`src/rtl/timer_pkg.sv`:
```
// Register map constants shared by the multi-channel timer and its channel slice.
package timer_pkg;

  // Global register word addresses
  localparam logic [4:0] PRESCALE_A = 5'h00;
  localparam logic [4:0] STATUS_A   = 5'h01;
  localparam logic [4:0] IRQEN_A    = 5'h02;

  // Channel c occupies CH_BASE + CH_STRIDE*c .. +3
  localparam logic [4:0] CH_BASE    = 5'h04;
  localparam int unsigned CH_STRIDE = 4;

  // Per-channel register offsets
  localparam logic [1:0] CTRL_O  = 2'd0;
  localparam logic [1:0] COUNT_O = 2'd1;
  localparam logic [1:0] CMP_O   = 2'd2;
  localparam logic [1:0] CAP_O   = 2'd3;

  // CTRL bit positions
  localparam int unsigned EN_B       = 0;
  localparam int unsigned PERIODIC_B = 1;

endpackage

```
`src/rtl/timer_channel.sv`:
```
// One timer channel: CTRL/COUNT/COMPARE/CAPTURE registers and the match logic.
// A software write to CTRL or COUNT takes priority over a tick in the same cycle.
module timer_channel
  import timer_pkg::*;
#(
  parameter int unsigned WIDTH   = 32,
  parameter int unsigned DEF_CMP = 500
) (
  input  logic             clk,
  input  logic             rst,
  input  logic             tick,
  input  logic             wr_ctrl,
  input  logic             wr_count,
  input  logic             wr_cmp,
  input  logic [WIDTH-1:0] wdata,
  input  logic             cap_edge,
  output logic [1:0]       ctrl,
  output logic [WIDTH-1:0] count,
  output logic [WIDTH-1:0] compare,
  output logic [WIDTH-1:0] capture,
  output logic             hit
);

  logic [1:0]       ctrl_q, ctrl_d;
  logic [WIDTH-1:0] count_q, count_d;
  logic [WIDTH-1:0] cmp_q;
  logic [WIDTH-1:0] cap_q;

  // Next-state for CTRL/COUNT: software write, else tick-driven count/match
  always_comb begin
    ctrl_d  = ctrl_q;
    count_d = count_q;
    hit     = 1'b0;
    if (wr_ctrl || wr_count) begin
      if (wr_ctrl)  ctrl_d  = wdata[1:0];
      if (wr_count) count_d = wdata;
    end else if (tick && ctrl_q[EN_B]) begin
      if (count_q == cmp_q) begin
        hit     = 1'b1;
        count_d = '0;
        if (!ctrl_q[PERIODIC_B]) ctrl_d[EN_B] = 1'b0;
      end else begin
        // Wraps modulo 2^WIDTH if COMPARE was lowered below COUNT
        count_d = count_q + WIDTH'(1);
      end
    end
  end

  // Channel state registers
  always_ff @(posedge clk or posedge rst) begin
    if (rst) begin
      ctrl_q  <= '0;
      count_q <= '0;
      cmp_q   <= WIDTH'(DEF_CMP);
      cap_q   <= '0;
    end else begin
      ctrl_q  <= ctrl_d;
      count_q <= count_d;
      if (wr_cmp)   cmp_q <= wdata;
      // Capture the pre-increment count
      if (cap_edge) cap_q <= count_q;
    end
  end

  assign ctrl    = ctrl_q;
  assign count   = count_q;
  assign compare = cmp_q;
  assign capture = cap_q;

endmodule

```
`src/rtl/multi_timer.sv`:
```
// Multi-channel memory-mapped timer: shared prescaler, NCH channels, sticky W1C
// STATUS and a level irq. Define MULTI_TIMER_CAPTURE_EN to enable the per-channel
// cap_in capture path (synchronised rising edge -> CAPTURE and STATUS[NCH+c]).
module multi_timer
  import timer_pkg::*;
#(
  parameter int unsigned NCH     = 4,
  parameter int unsigned WIDTH   = 32,
  parameter int unsigned PS_W    = 8,
  parameter int unsigned DEF_CMP = 500
) (
  input  logic             clk,
  input  logic             rst,
  input  logic             we,
  input  logic [4:0]       addr,
  input  logic [WIDTH-1:0] wdata,
  output logic [WIDTH-1:0] rdata,
  output logic             irq,
  output logic [NCH-1:0]   match,
  input  logic [NCH-1:0]   cap_in
);

`ifdef MULTI_TIMER_CAPTURE_EN
  localparam int unsigned STAT_W = 2 * NCH;
`else
  localparam int unsigned STAT_W = NCH;
`endif

  logic [PS_W-1:0]   prescale_q, ps_cnt_q;
  logic              tick;
  logic [STAT_W-1:0] status_q, status_d, status_set, irq_en_q;
  logic [NCH-1:0]    hit, cap_edge;

  // Address decode for the channel window; CH_STRIDE of 4 makes addr bits [1:0]
  // the register offset and the remaining bits the channel index.
  logic [4:0] ch_off;
  logic [2:0] ch_idx;
  logic [1:0] reg_off;
  logic       ch_valid;

  assign ch_off   = addr - CH_BASE;
  assign ch_idx   = ch_off[4:2];
  assign reg_off  = ch_off[1:0];
  assign ch_valid = (addr >= CH_BASE) && (32'(ch_idx) < NCH);

  assign tick = (ps_cnt_q == prescale_q);

  // Prescaler: tick period is PRESCALE+1 clocks; a PRESCALE write restarts it
  always_ff @(posedge clk or posedge rst) begin
    if (rst) begin
      prescale_q <= '0;
      ps_cnt_q   <= '0;
    end else if (we && (addr == PRESCALE_A)) begin
      prescale_q <= wdata[PS_W-1:0];
      ps_cnt_q   <= '0;
    end else if (tick) begin
      ps_cnt_q   <= '0;
    end else begin
      ps_cnt_q   <= ps_cnt_q + PS_W'(1);
    end
  end

`ifdef MULTI_TIMER_CAPTURE_EN
  logic [NCH-1:0] cap_s1_q, cap_s2_q, cap_s3_q;

  // Two-flop synchroniser plus one delay stage for rising-edge detection
  always_ff @(posedge clk or posedge rst) begin
    if (rst) begin
      cap_s1_q <= '0;
      cap_s2_q <= '0;
      cap_s3_q <= '0;
    end else begin
      cap_s1_q <= cap_in;
      cap_s2_q <= cap_s1_q;
      cap_s3_q <= cap_s2_q;
    end
  end

  assign cap_edge   = cap_s2_q & ~cap_s3_q;
  assign status_set = {cap_edge, hit};
`else
  logic unused_cap_in;
  assign unused_cap_in = ^cap_in;
  assign cap_edge      = '0;
  assign status_set    = hit;
`endif

  // STATUS: write-1-to-clear, with a same-cycle set taking priority
  always_comb begin
    status_d = status_q;
    if (we && (addr == STATUS_A)) status_d = status_d & ~wdata[STAT_W-1:0];
    status_d = status_d | status_set;
  end

  // STATUS and IRQ_EN registers
  always_ff @(posedge clk or posedge rst) begin
    if (rst) begin
      status_q <= '0;
      irq_en_q <= '0;
    end else begin
      status_q <= status_d;
      if (we && (addr == IRQEN_A)) irq_en_q <= wdata[STAT_W-1:0];
    end
  end

  assign irq   = |(status_q & irq_en_q);
  assign match = status_q[NCH-1:0];

  // Per-channel read words, padded to 8 so the 3-bit index never leaves the array
  logic [WIDTH-1:0] ch_rd [8];

  for (genvar c = 0; c < 8; c++) begin : g_ch
    if (c < NCH) begin : g_inst
      logic             sel;
      logic [1:0]       ctrl;
      logic [WIDTH-1:0] count, compare, capture;

      assign sel = we && ch_valid && (ch_idx == 3'(c));

      timer_channel #(
        .WIDTH   (WIDTH),
        .DEF_CMP (DEF_CMP)
      ) u_channel (
        .clk      (clk),
        .rst      (rst),
        .tick     (tick),
        .wr_ctrl  (sel && (reg_off == CTRL_O)),
        .wr_count (sel && (reg_off == COUNT_O)),
        .wr_cmp   (sel && (reg_off == CMP_O)),
        .wdata    (wdata),
        .cap_edge (cap_edge[c]),
        .ctrl     (ctrl),
        .count    (count),
        .compare  (compare),
        .capture  (capture),
        .hit      (hit[c])
      );

      assign ch_rd[c] = (reg_off == CTRL_O)  ? WIDTH'(ctrl) :
                        (reg_off == COUNT_O) ? count        :
                        (reg_off == CMP_O)   ? compare      : capture;
    end else begin : g_pad
      assign ch_rd[c] = '0;
    end
  end

  // Combinational read mux; unmapped addresses return 0
  always_comb begin
    rdata = '0;
    if (addr == PRESCALE_A)     rdata = WIDTH'(prescale_q);
    else if (addr == STATUS_A)  rdata = WIDTH'(status_q);
    else if (addr == IRQEN_A)   rdata = WIDTH'(irq_en_q);
    else if (ch_valid)          rdata = ch_rd[ch_idx];
  end

endmodule
```
`config.mk`:
```
export PLATFORM = sky130hd
export DESIGN_NAME = multi_timer
export DESIGN_NICKNAME = d
export VERILOG_FILES = /design/src/rtl/timer_pkg.sv /design/src/rtl/timer_channel.sv /design/src/rtl/multi_timer.sv
export SDC_FILE = /design/constraint.sdc
export NUM_CORES = 1
export LEC_CHECK = 0
export ABC_AREA = 1
export ABC_CLOCK_PERIOD_IN_PS = 3130
export CAP_MARGIN = 20
export CORE_UTILIZATION = 35
export CTS_CLUSTER_DIAMETER = 100
export CTS_CLUSTER_SIZE = 30
export DETAILED_ROUTE_END_ITERATION = 10
export MAX_ROUTING_LAYER = met4
export PLACE_DENSITY_LB_ADDON = 0.05
export SYNTH_ARGS = -nofsm -noshare
export SYNTH_HDL_FRONTEND = slang
export SYNTH_HIERARCHICAL = 1
export SYNTH_SLANG_ARGS = --single-unit
```
`constraint.sdc`:
```
create_clock -name clk -period 3.13 [get_ports clk]
set_input_delay 0.626 -clock clk [delete_from_list [all_inputs] [get_ports clk]]
set_output_delay 0.626 -clock clk [all_outputs]
set_load 0.03 [all_outputs]
```
==> flow_summary.toml, run 1 <==
[status]
outcome = "complete, no violations"

[synthesis]
synth_area_leader_cell = "dfrtp_1"
synth_ff_type = "dfrtp_1"
synth.cell_area_um2 = 27200
synth_edf_count = 0
ys_seq_area_share_pct = 38.4
synthTopCellsByArea = "dfrtp_1 (36%), nand2_1 (11%), nor2_1 (7.0%)"
ys_warn_count = 6
post_synth.cell_area_avg_um2 = 7.34
post-synth-top-count-cell = "nand2_1"
synth_common_cells = "nand2_1 (832), nor2_1 (510), dfrtp_1 (392), nand3_1 (344), a21oi_1 (329)"
synth.distinct_cells = 40
ys_async_sr_fraction_pct = 100
ys_ff_latch = 416
syn_inst = 3702
yosysTopAreaCellShare_pct = 36.1

[global_routing]
grt_use_met2_pct = 43.4
grt_usage_pct = 30.0
gr-usage-met1_pct = 44.6
busiest_layer = "met1"
grt_max_degree = 99
grt_pass1_vias = 24869
grt-ovfl-total = 0
antenna_found_initial = 4
grt_pass1_wl_um = 170000
grt_util_met3_pct = 3.30

[cts]
numCtsBuffers = 28
htreeDepth = 1
clock_latency_ps = 650
cts_root_buffer = "clkbuf_16"
cts_tree = "built"
clock_sinks = 416
clockBufferDepth = 3
cts_hold_buf = 0
cts.reportedPaths.clkPinSlew_ps = 100

[pwr]
p_leak_nw = 14.8
switching_share_pct = 42.3
switching_power_w = 0.00887
clkPwrFrac_pct = 20.5
pwr-share-seq_pct = 42.4
ir_drop_mv = 0.340
p_int_w = 0.0121
p_total_w = 0.0210
power_density_nw_per_um2 = 646
power_frac_comb_pct = 37.0

[finish]
n_fill_cell = 7842
drive_above_1_share_pct = 18.1
nets = 3912
syn2layout_area_growth_pct = 19.3

[placement]
routabilityCongestion = 0.964
portBuffers = 76
hpwl_um = 84300
post-place-ws_ps = -602

[floorplan]
io_pins = 81
coreArea_um2 = 76500
std_cell_rows = 101
fp.dieW_um = 281
initial_core_util_pct = 35.6
die_y_um = 281
die_area_um2 = 78800

[setup_path]
r2r_slack_ps = 510
r2r-end = "g_ch[3].g_inst.u_channel/count[13]$_DFFE_PP0P_"
slowest_stage = "nand3_1"
critPathMaxStageDelay_ps = 290
critPathBufInv = 5
crit_type = "in -> out"
critPathArrivalTime_ps = 2470
path_cells = "buf_2, buf_6, buf_12, nand2_8, buf_12, nand2_1, nand3_1, o211ai_1, nand3_1, nand2_1, nor2_4, buf_12"
crit_cells = 12
crit_family = "simple AND/OR/NAND/NOR gates"
reg2reg_from = "g_ch[3].g_inst.u_channel/count[4]$_DFFE_PP0P_"
crit_fanout = 11
worstPathRequired_ps = 2500
reg2reg_depth = 11
cp-end-kind = "output port"
worst_setup_path_start_kind = "input port"
crit_top_cell = "buf_12"

[min_path]
min_path_cells = 2
min_to = "g_ch[2].g_inst.u_channel/compare[4]$_DFFE_PP1P_"
hp-start = "g_ch[2].g_inst.u_channel/compare[4]$_DFFE_PP1P_"
hold_path.class = "reg -> reg"

[sta]
clock.fmax_mhz = 323
fin_crit_sh_pct = 99.0
min_period_ps = 3100
hold_viol = 0
fin_ws_ps = 32.6
setup_viol = 0
worst_pin_slew_ps = 1010
finClkSkew_ps = 41.2
drv_slew = 0
slew_headroom_pct = 32.3

[job]
maxCapViolCount = 0

[drt]
drc = 0
routed_wl_um = 117000
vias = 26409
drt_iter0_drc = 2659
ant_nets = 0
wl_per_cell_um = 23.8
drt_first_pass_iters = 6
viasPerCell = 5.38
[per-stage QoR]
| step | TNS (ps) | hold slack [ps] | utilization (%) | cell area (um2) | std cells |
|---|---|---|---|---|---|
| after global routing | -11.3 | 527 | 42.4 | 32400 | 4908 |
| after floorplan | 0 | 453 | - | 27500 | 3717 |
| final | 0 | 509 | 42.4 | 32400 | 4908 |
| after detailed placement | -36710 | 487 | 40.3 | 30800 | 4830 |
| after CTS | 0 | 511 | 42.0 | 32100 | 4890 |
| after global placement | -37480 | 478 | 40.3 | 30800 | 4830 |
[cell type report]
type	count	area, um2	share of cell area (%)
diodes	1	2.50	0.00771
clock buffers	30	708	2.18
clock inverters	20	273	0.841
inverters	305	1170	3.60
multi-input cells	2785	14900	46.0
flip-flops and latches	416	10400	32.2
well taps	1030	1290	3.97
repair buffers	321	3640	11.2
[power by group through the flow]
stage / logic (W) / registers (W) / clock network [W]
finish: 0.00777 / 0.00890 / 0.00430
global route: 0.00856 / 0.00913 / 0.00461
CTS: 0.00759 / 0.00887 / 0.00444
detailed placement: 0.00748 / 0.00897 / 0
global placement: 0.00740 / 0.00893 / 0
floorplan: 0.00536 / 0.00824 / 0
[logic make-up after synthesis]
group	count (synthesis)	share of synthesized area, %
AO/OA/AOI/OAI	607	12.2
XOR/XNOR	180	5.80
adder cells (fa/ha/maj)	11	0.506
buffers and inverters	516	8.27
flip-flops	416	38.4
multiplexers	132	5.47
other	1	0.0138
AND/OR/NAND/NOR	1839	29.3
[sequential cells by signal, summed over array words and instances, names as in the netlist]
signal	cells
g_ch.g_inst.u_channel/ctrl	8
ps_cnt_q	8
g_ch.g_inst.u_channel/count	128
g_ch.g_inst.u_channel/capture	128
g_ch.g_inst.u_channel/compare	128
match	4
irq_en_q	4
prescale_q	8
[metal layers]
metal / up-vias / routed length (um)
met5: - / 0
met4: 0 / 2700
met3: 133 / 7920
met2: 1001 / 49500
met1: 12994 / 56600
li1: 12281 / -
[worst max-delay path by stage]
stage | to | start
floorplan | rdata[16] | addr[2]
global placement | rdata[31] | addr[0]
detailed placement | rdata[31] | addr[0]
CTS | rdata[12] | addr[0]
global route | rdata[20] | addr[1]
finish | rdata[26] | addr[1]
[worst register-to-register path, stage by stage (launching register included)]
cell and delay (ps):
dfrtp_1 480, inv_1 140, nand2_1 70, nand2_1 50, nand2_1 60, nor2_1 410, nand2_1 110, nor2_1 330
nand2_2 360, buf_12 290, nand3_1 100, a21oi_1 100
[placed cells by master (no fill, tap or decap), drive strengths merged, types with 7 or more instances in the layout]
cell	netlist	routed
or2	7	7
o22ai	14	14
xor2	52	52
clkinv	9	14
clkinvlp	0	7
ha	11	11
dfrtp	392	392
inv	296	303
nand3	356	356
clkdlybuf4s50	0	39
conb	1	16
xnor2	128	128
a21oi	337	337
nand2	868	868
mux2	132	132
nor3	9	9
buf	139	274
clkbuf	72	36
o211ai	75	75
a31oi	13	13
o21ai	156	156
nor2	589	589
dfstp	24	24
[what timing repair did]
action | 4_1_cts | 5_1_grt
buffers inserted | 7 | 11
gates resized for setup | 34 | 31
endpoints found under the setup margin | 32 | 31
cloned | 3 | 7
pin swaps | 5 | 9
No activity file was read; power rests on OpenSTA's default activity.
==> run 2: changes to the inputs <==
Settings changed: ABC_CLOCK_PERIOD_IN_PS 3130 to 3000, GPL_TIMING_DRIVEN from default to 0.
Clock period 3.13 ns to 3 ns, I/O delays scaled along.
==> flow_summary.toml, run 2 (synthesis results as in run 1) <==
[status]
outcome = "finished, violations left"
violations = "setup timing"

[drt]
drc = 0
wl_per_cell_um = 27.8
routed_wl_um = 137000
vias = 26646
viasPerCell = 5.42
drt_iter0_drc = 2542
drt_first_pass_iters = 5
ant_nets = 0

[pwr]
power_density_nw_per_um2 = 696
p_total_w = 0.0224
ir_drop_mv = 0.488
p_leak_nw = 14.6

[floorplan]
io_pins = 81
die_area_um2 = 78800
fp.dieW_um = 281
die_y_um = 281
initial_core_util_pct = 35.6
std_cell_rows = 101
coreArea_um2 = 76500

[cts]
htreeDepth = 1
cts_root_buffer = "clkbuf_16"
cts_tree = "built"
cts_hold_buf = 0
cts.reportedPaths.clkPinSlew_ps = 90
clock_sinks = 416
clock_latency_ps = 660
clockBufferDepth = 3
numCtsBuffers = 28

[placement]
routabilityCongestion = 1.02
dpl-instance-area_um2 = 30000
portBuffers = 76
hpwl_um = 103000
post-place-ws_ps = -2350

[finish]
final_common_cell = "nand2_1"
nets = 3918
fin_area_um2 = 32100
drive_above_1_share_pct = 18.3
final_cell_mix = "nand2_1 (809), nor2_1 (494), dfrtp_1 (392)"
multi_input_area_um2 = 15200
n_fill_cell = 7969
syn2layout_area_growth_pct = 18.2
regArea_um2 = 10400

[setup_path]
crit_type = "in -> out"
critPathArrivalTime_ps = 2450
worstPathRequired_ps = 2400
cp-end-kind = "output port"
worstSetupStartpoint = "addr[1]"
crit_fanout = 10
worst_setup_path_start_kind = "input port"
reg2reg_from = "prescale_q[5]$_DFFE_PP0P_"

[sta]
setup_viol = 7
grt_setup_unrepaired = "yes"
fin_ws_ps = -49.4
fin_crit_sh_pct = 102
worst_pin_slew_ps = 1140
drv_slew = 0
clock.fmax_mhz = 328
hold_viol = 0
finClkSkew_ps = 37.8
slew_headroom_pct = 23.5
min_period_ps = 3050

[job]
maxCapViolCount = 0

[global_routing]
grt-ovfl-total = 0
grt_usage_pct = 35.5
grt_pass1_vias = 25314
grt_pass1_wl_um = 192000
grt_max_degree = 39
antenna_found_initial = 6

[min_path]
hold_path.class = "reg -> reg"
hp-start = "irq_en_q[3]$_DFFE_PP0P_"
## run 2: changes by cell type in the layout (fill, tap and decap cells not counted), moves of 9 or more
cell / previous run / this run
buf_1: 0 / 12
buf_12: 70 / 16
buf_2: 2 / 65
buf_4: 188 / 45
buf_6: 7 / 58
clkbuf_1: 2 / 32
clkbuf_2: 0 / 23
nand2_1: 826 / 809
nand2_4: 0 / 9
nand3_1: 338 / 327
nand3_2: 18 / 27
## run 2: what timing repair did
| action | in CTS | in global routing |
|---|---|---|
| gates resized for setup | 452 | 33 |
| setup buffers | 18 | 1 |
| setup endpoints to repair | 296 | 150 |
| gates cloned | 2 | 0 |
| pin swaps | 21 | 12 |
| endpoints found under the hold margin | 0 | 0 |
## run 2: through the flow
| stage | setup TNS, ps | utilization [%] | cells | hold slack (ps) |
|---|---|---|---|---|
| 2_1_floorplan | -12.8 | - | 3717 | 453 |
| 3_3_place_gp | -725450 | 38.7 | 4823 | 469 |
| 3_5_place_dp | -495990 | 39.3 | 4843 | 474 |
| 4_1_cts | -700 | 41.9 | 4915 | 498 |
| 5_1_grt | -364 | 42.0 | 4916 | 523 |
| 6_report | -213 | 42.0 | 4917 | 495 |
## run 2: critical path, stage by stage
cell	delay (ps)
buf_4	170
inv_6	60
nor2_4	130
buf_12	140
buf_6	200
nand2_1	90
nand3_1	80
o211ai_1	220
nand3_1	230
nand2_4	140
a31oi_4	190
buf_6	160
## run 2: layout make-up
type | count | share of cell area (%)
multi-input combinational | 2785 | 47.3
sequential | 416 | 32.5
buffer | 209 | 4.77
timing repair buffer | 118 | 4.42
tap | 1030 | 4.01
inverter | 305 | 3.67
clock buffer | 29 | 2.26
clock inverter | 23 | 1.02
antenna | 2 | 0.0156
## run 2: path summary, 6_finish.rpt
| check | to | slack [ps] | depth (start not counted) |
|---|---|---|---|
| worst max-delay path | rdata[21] | -50 | 12 |
| worst min-delay path | irq_en_q[3]$_DFFE_PP0P_ | 490 | 2 |
| worst max register to register | g_ch[1].g_inst.u_channel/count[24]$_DFFE_PP0P_ | 250 | 13 |
| worst min register to register | irq_en_q[3]$_DFFE_PP0P_ | 490 | 2 |
| max in group asynchronous | g_ch[0].g_inst.u_channel/compare[5]$_DFFE_PP1P_ | 1040 | 4 |
| min in group asynchronous | g_ch[3].g_inst.u_channel/capture[7]$_DFFE_PP0P_ | 710 | 2 |
## run 2: where the power goes
| group | total (W) | internal [W] | switching (W) |
|---|---|---|---|
| Combinational | 0.00813 | 0.00330 | 0.00484 |
| Clock | 0.00473 | 0.00204 | 0.00268 |
| Sequential | 0.00950 | 0.00723 | 0.00227 |
## run 2: metal layers
layer	GRT usage [%]	vias to the layer above	part of all wire, %
met4	13.3	0	4.3
met1	46.2	13170	43
li1	-	12332	-
met2	56.5	943	46
met5	-	-	0
met3	4.51	201	6.2
==> run 3: changes to the inputs <==
Settings changed: CAP_MARGIN 20 to default.
==> flow_summary.toml, run 3 (synthesis results as in run 1) <==
[cts]
numCtsBuffers = 28
htreeDepth = 1
clockBufferDepth = 3
cts_tree = "built"
clock_sinks = 416
clock_latency_ps = 660
cts_root_buffer = "clkbuf_16"
cts.reportedPaths.clkPinSlew_ps = 100

[floorplan]
std_cell_rows = 101
io_pins = 81
die_area_um2 = 78800
die_y_um = 281
initial_core_util_pct = 35.6
fp.dieW_um = 281
coreArea_um2 = 76500

[global_routing]
grt_pass1_wl_um = 193000
antenna_found_initial = 7
grt_pass1_vias = 25574
grt_max_degree = 39
grt-ovfl-total = 0
grt_usage_pct = 35.8

[status]
outcome = "finished, violations left"
violations = "setup timing"

[finish]
final_cell_mix = "nand2_1 (808), nor2_1 (492), dfrtp_1 (391)"
n_fill_cell = 8115
final_common_cell = "nand2_1"
nets = 3908
drive_above_1_share_pct = 18.2
multi_input_area_um2 = 15300
regArea_um2 = 10400
syn2layout_area_growth_pct = 17.3

[drt]
drt_first_pass_iters = 5
wl_per_cell_um = 28.0
viasPerCell = 5.42
vias = 26590
routed_wl_um = 137000
ant_nets = 0
drc = 0
drt_iter0_drc = 2638

[sta]
min_period_ps = 3030
slew_headroom_pct = 10.1
drv_slew = 0
finClkSkew_ps = 33.0
setup_viol = 2
hold_viol = 0
worst_pin_slew_ps = 1340
final.hold.worst_slack_ps = 495
fin_ws_ps = -26.3
fin_crit_sh_pct = 101
clock.fmax_mhz = 330

[setup_path]
path_cells = "buf_6, inv_6, nand2_2, buf_4, buf_6, o211ai_1, nand3_2, nand2_8, a31oi_4, buf_6"
crit_fanout = 10
cp-end-kind = "output port"
critPathArrivalTime_ps = 2430
crit_type = "in -> out"
worstPathRequired_ps = 2400
slowest_stage = "o211ai_1"
worst_setup_path_start_kind = "input port"
crit_top_cell = "buf_6"
critPathMaxStageDelay_ps = 480

[min_path]
hold_path.class = "reg -> reg"

[pwr]
ir_drop_mv = 0.486
p_total_w = 0.0223
p_leak_nw = 14.5
power_density_nw_per_um2 = 699

[placement]
hpwl_um = 101000
routabilityCongestion = 1.02
portBuffers = 76

[job]
maxCapViolCount = 0
run 3: cell types whose count changed in the layout (fill, tap and decap cells not counted), moves of 2 or more:
cell,change
buf_16,-10
nor2_4,+2
buf_2,-3
inv_4,+2
a31oi_4,+2
o21ai_1,+3
inv_2,-2
nor2_1,-2
a31oi_2,-2
buf_4,+4
inv_8,+2
nand2_8,+2
run 3: area by class of cell:
| class | instances | share of cell area [%] |
|---|---|---|
| multi-input cells | 2785 | 47.9 |
| flip-flops and latches | 416 | 32.8 |
| plain buffers | 209 | 4.77 |
| well taps | 1030 | 4.04 |
| inverters | 305 | 3.71 |
| repair buffers | 108 | 3.58 |
| clock buffers | 29 | 2.28 |
| clock inverters | 23 | 0.958 |
| diodes | 2 | 0.0157 |
run 3: stage by stage:
stage | cell area (um2) | instances | worst slack, ps | TNS, ps | util [%]
floorplan | 27500 | 3717 | -12.8 | -12.8 | -
global placement | 29600 | 4823 | -2350 | -725450 | 38.7
detailed placement | 29700 | 4832 | -2360 | -500080 | 38.9
CTS | 31800 | 4905 | -78.2 | -658 | 41.6
global route | 31900 | 4906 | -4.08 | -6.62 | 41.7
finish | 31900 | 4907 | -26.3 | -51.6 | 41.7
run 3: what timing repair did:
action                                  CTS  global route
hold buffers                              0             0
cloned                                    2             0
endpoints found under the setup margin  296           169
setup buffers                            19             2
pin swaps                                25            14
gates resized for setup                 466            34
run 3: power breakdown:
| group | leakage, nW | total [W] | switching, W | internal [W] |
|---|---|---|---|---|
| clock | 0.494 | 0.00467 | 0.00270 | 0.00196 |
| sequential | 4.99 | 0.00951 | 0.00227 | 0.00723 |
| combinational | 9.02 | 0.00811 | 0.00484 | 0.00327 |
| total | 14.5 | 0.0223 | 0.00982 | 0.0125 |
run 3: critical path: cells and delay by family:
family | cells | cell delay (ps)
AND/OR/NAND/NOR | 3 | 490
AO/OA/AOI/OAI | 2 | 530
buffers and inverters | 5 | 770
run 3: metal layers:
layer  GRT usage (%)  vias to the layer above  wire length (um)
met5               -                        -                 0
met4            16.7                        0              7390
met3            4.56                      239              7770
met2            55.4                      924             62200
met1            46.5                    13138             59900
li1                -                    12289                 -
run 3: worst paths after layout:
path	from	to	slack, ps	cells after the start
setup / recovery	addr[1]	rdata[29]	-30	10
hold / removal	irq_en_q[3]$_DFFE_PP0P_	irq_en_q[3]$_DFFE_PP0P_	500	2
setup reg to reg	ps_cnt_q[4]$_DFF_PP0_	g_ch[1].g_inst.u_channel/count[24]$_DFFE_PP0P_	270	13
hold reg to reg	irq_en_q[3]$_DFFE_PP0P_	irq_en_q[3]$_DFFE_PP0P_	500	2
max in group asynchronous	rst	g_ch[0].g_inst.u_channel/compare[5]$_DFFE_PP1P_	980	4
min in group asynchronous	rst	g_ch[3].g_inst.u_channel/capture[7]$_DFFE_PP0P_	760	2
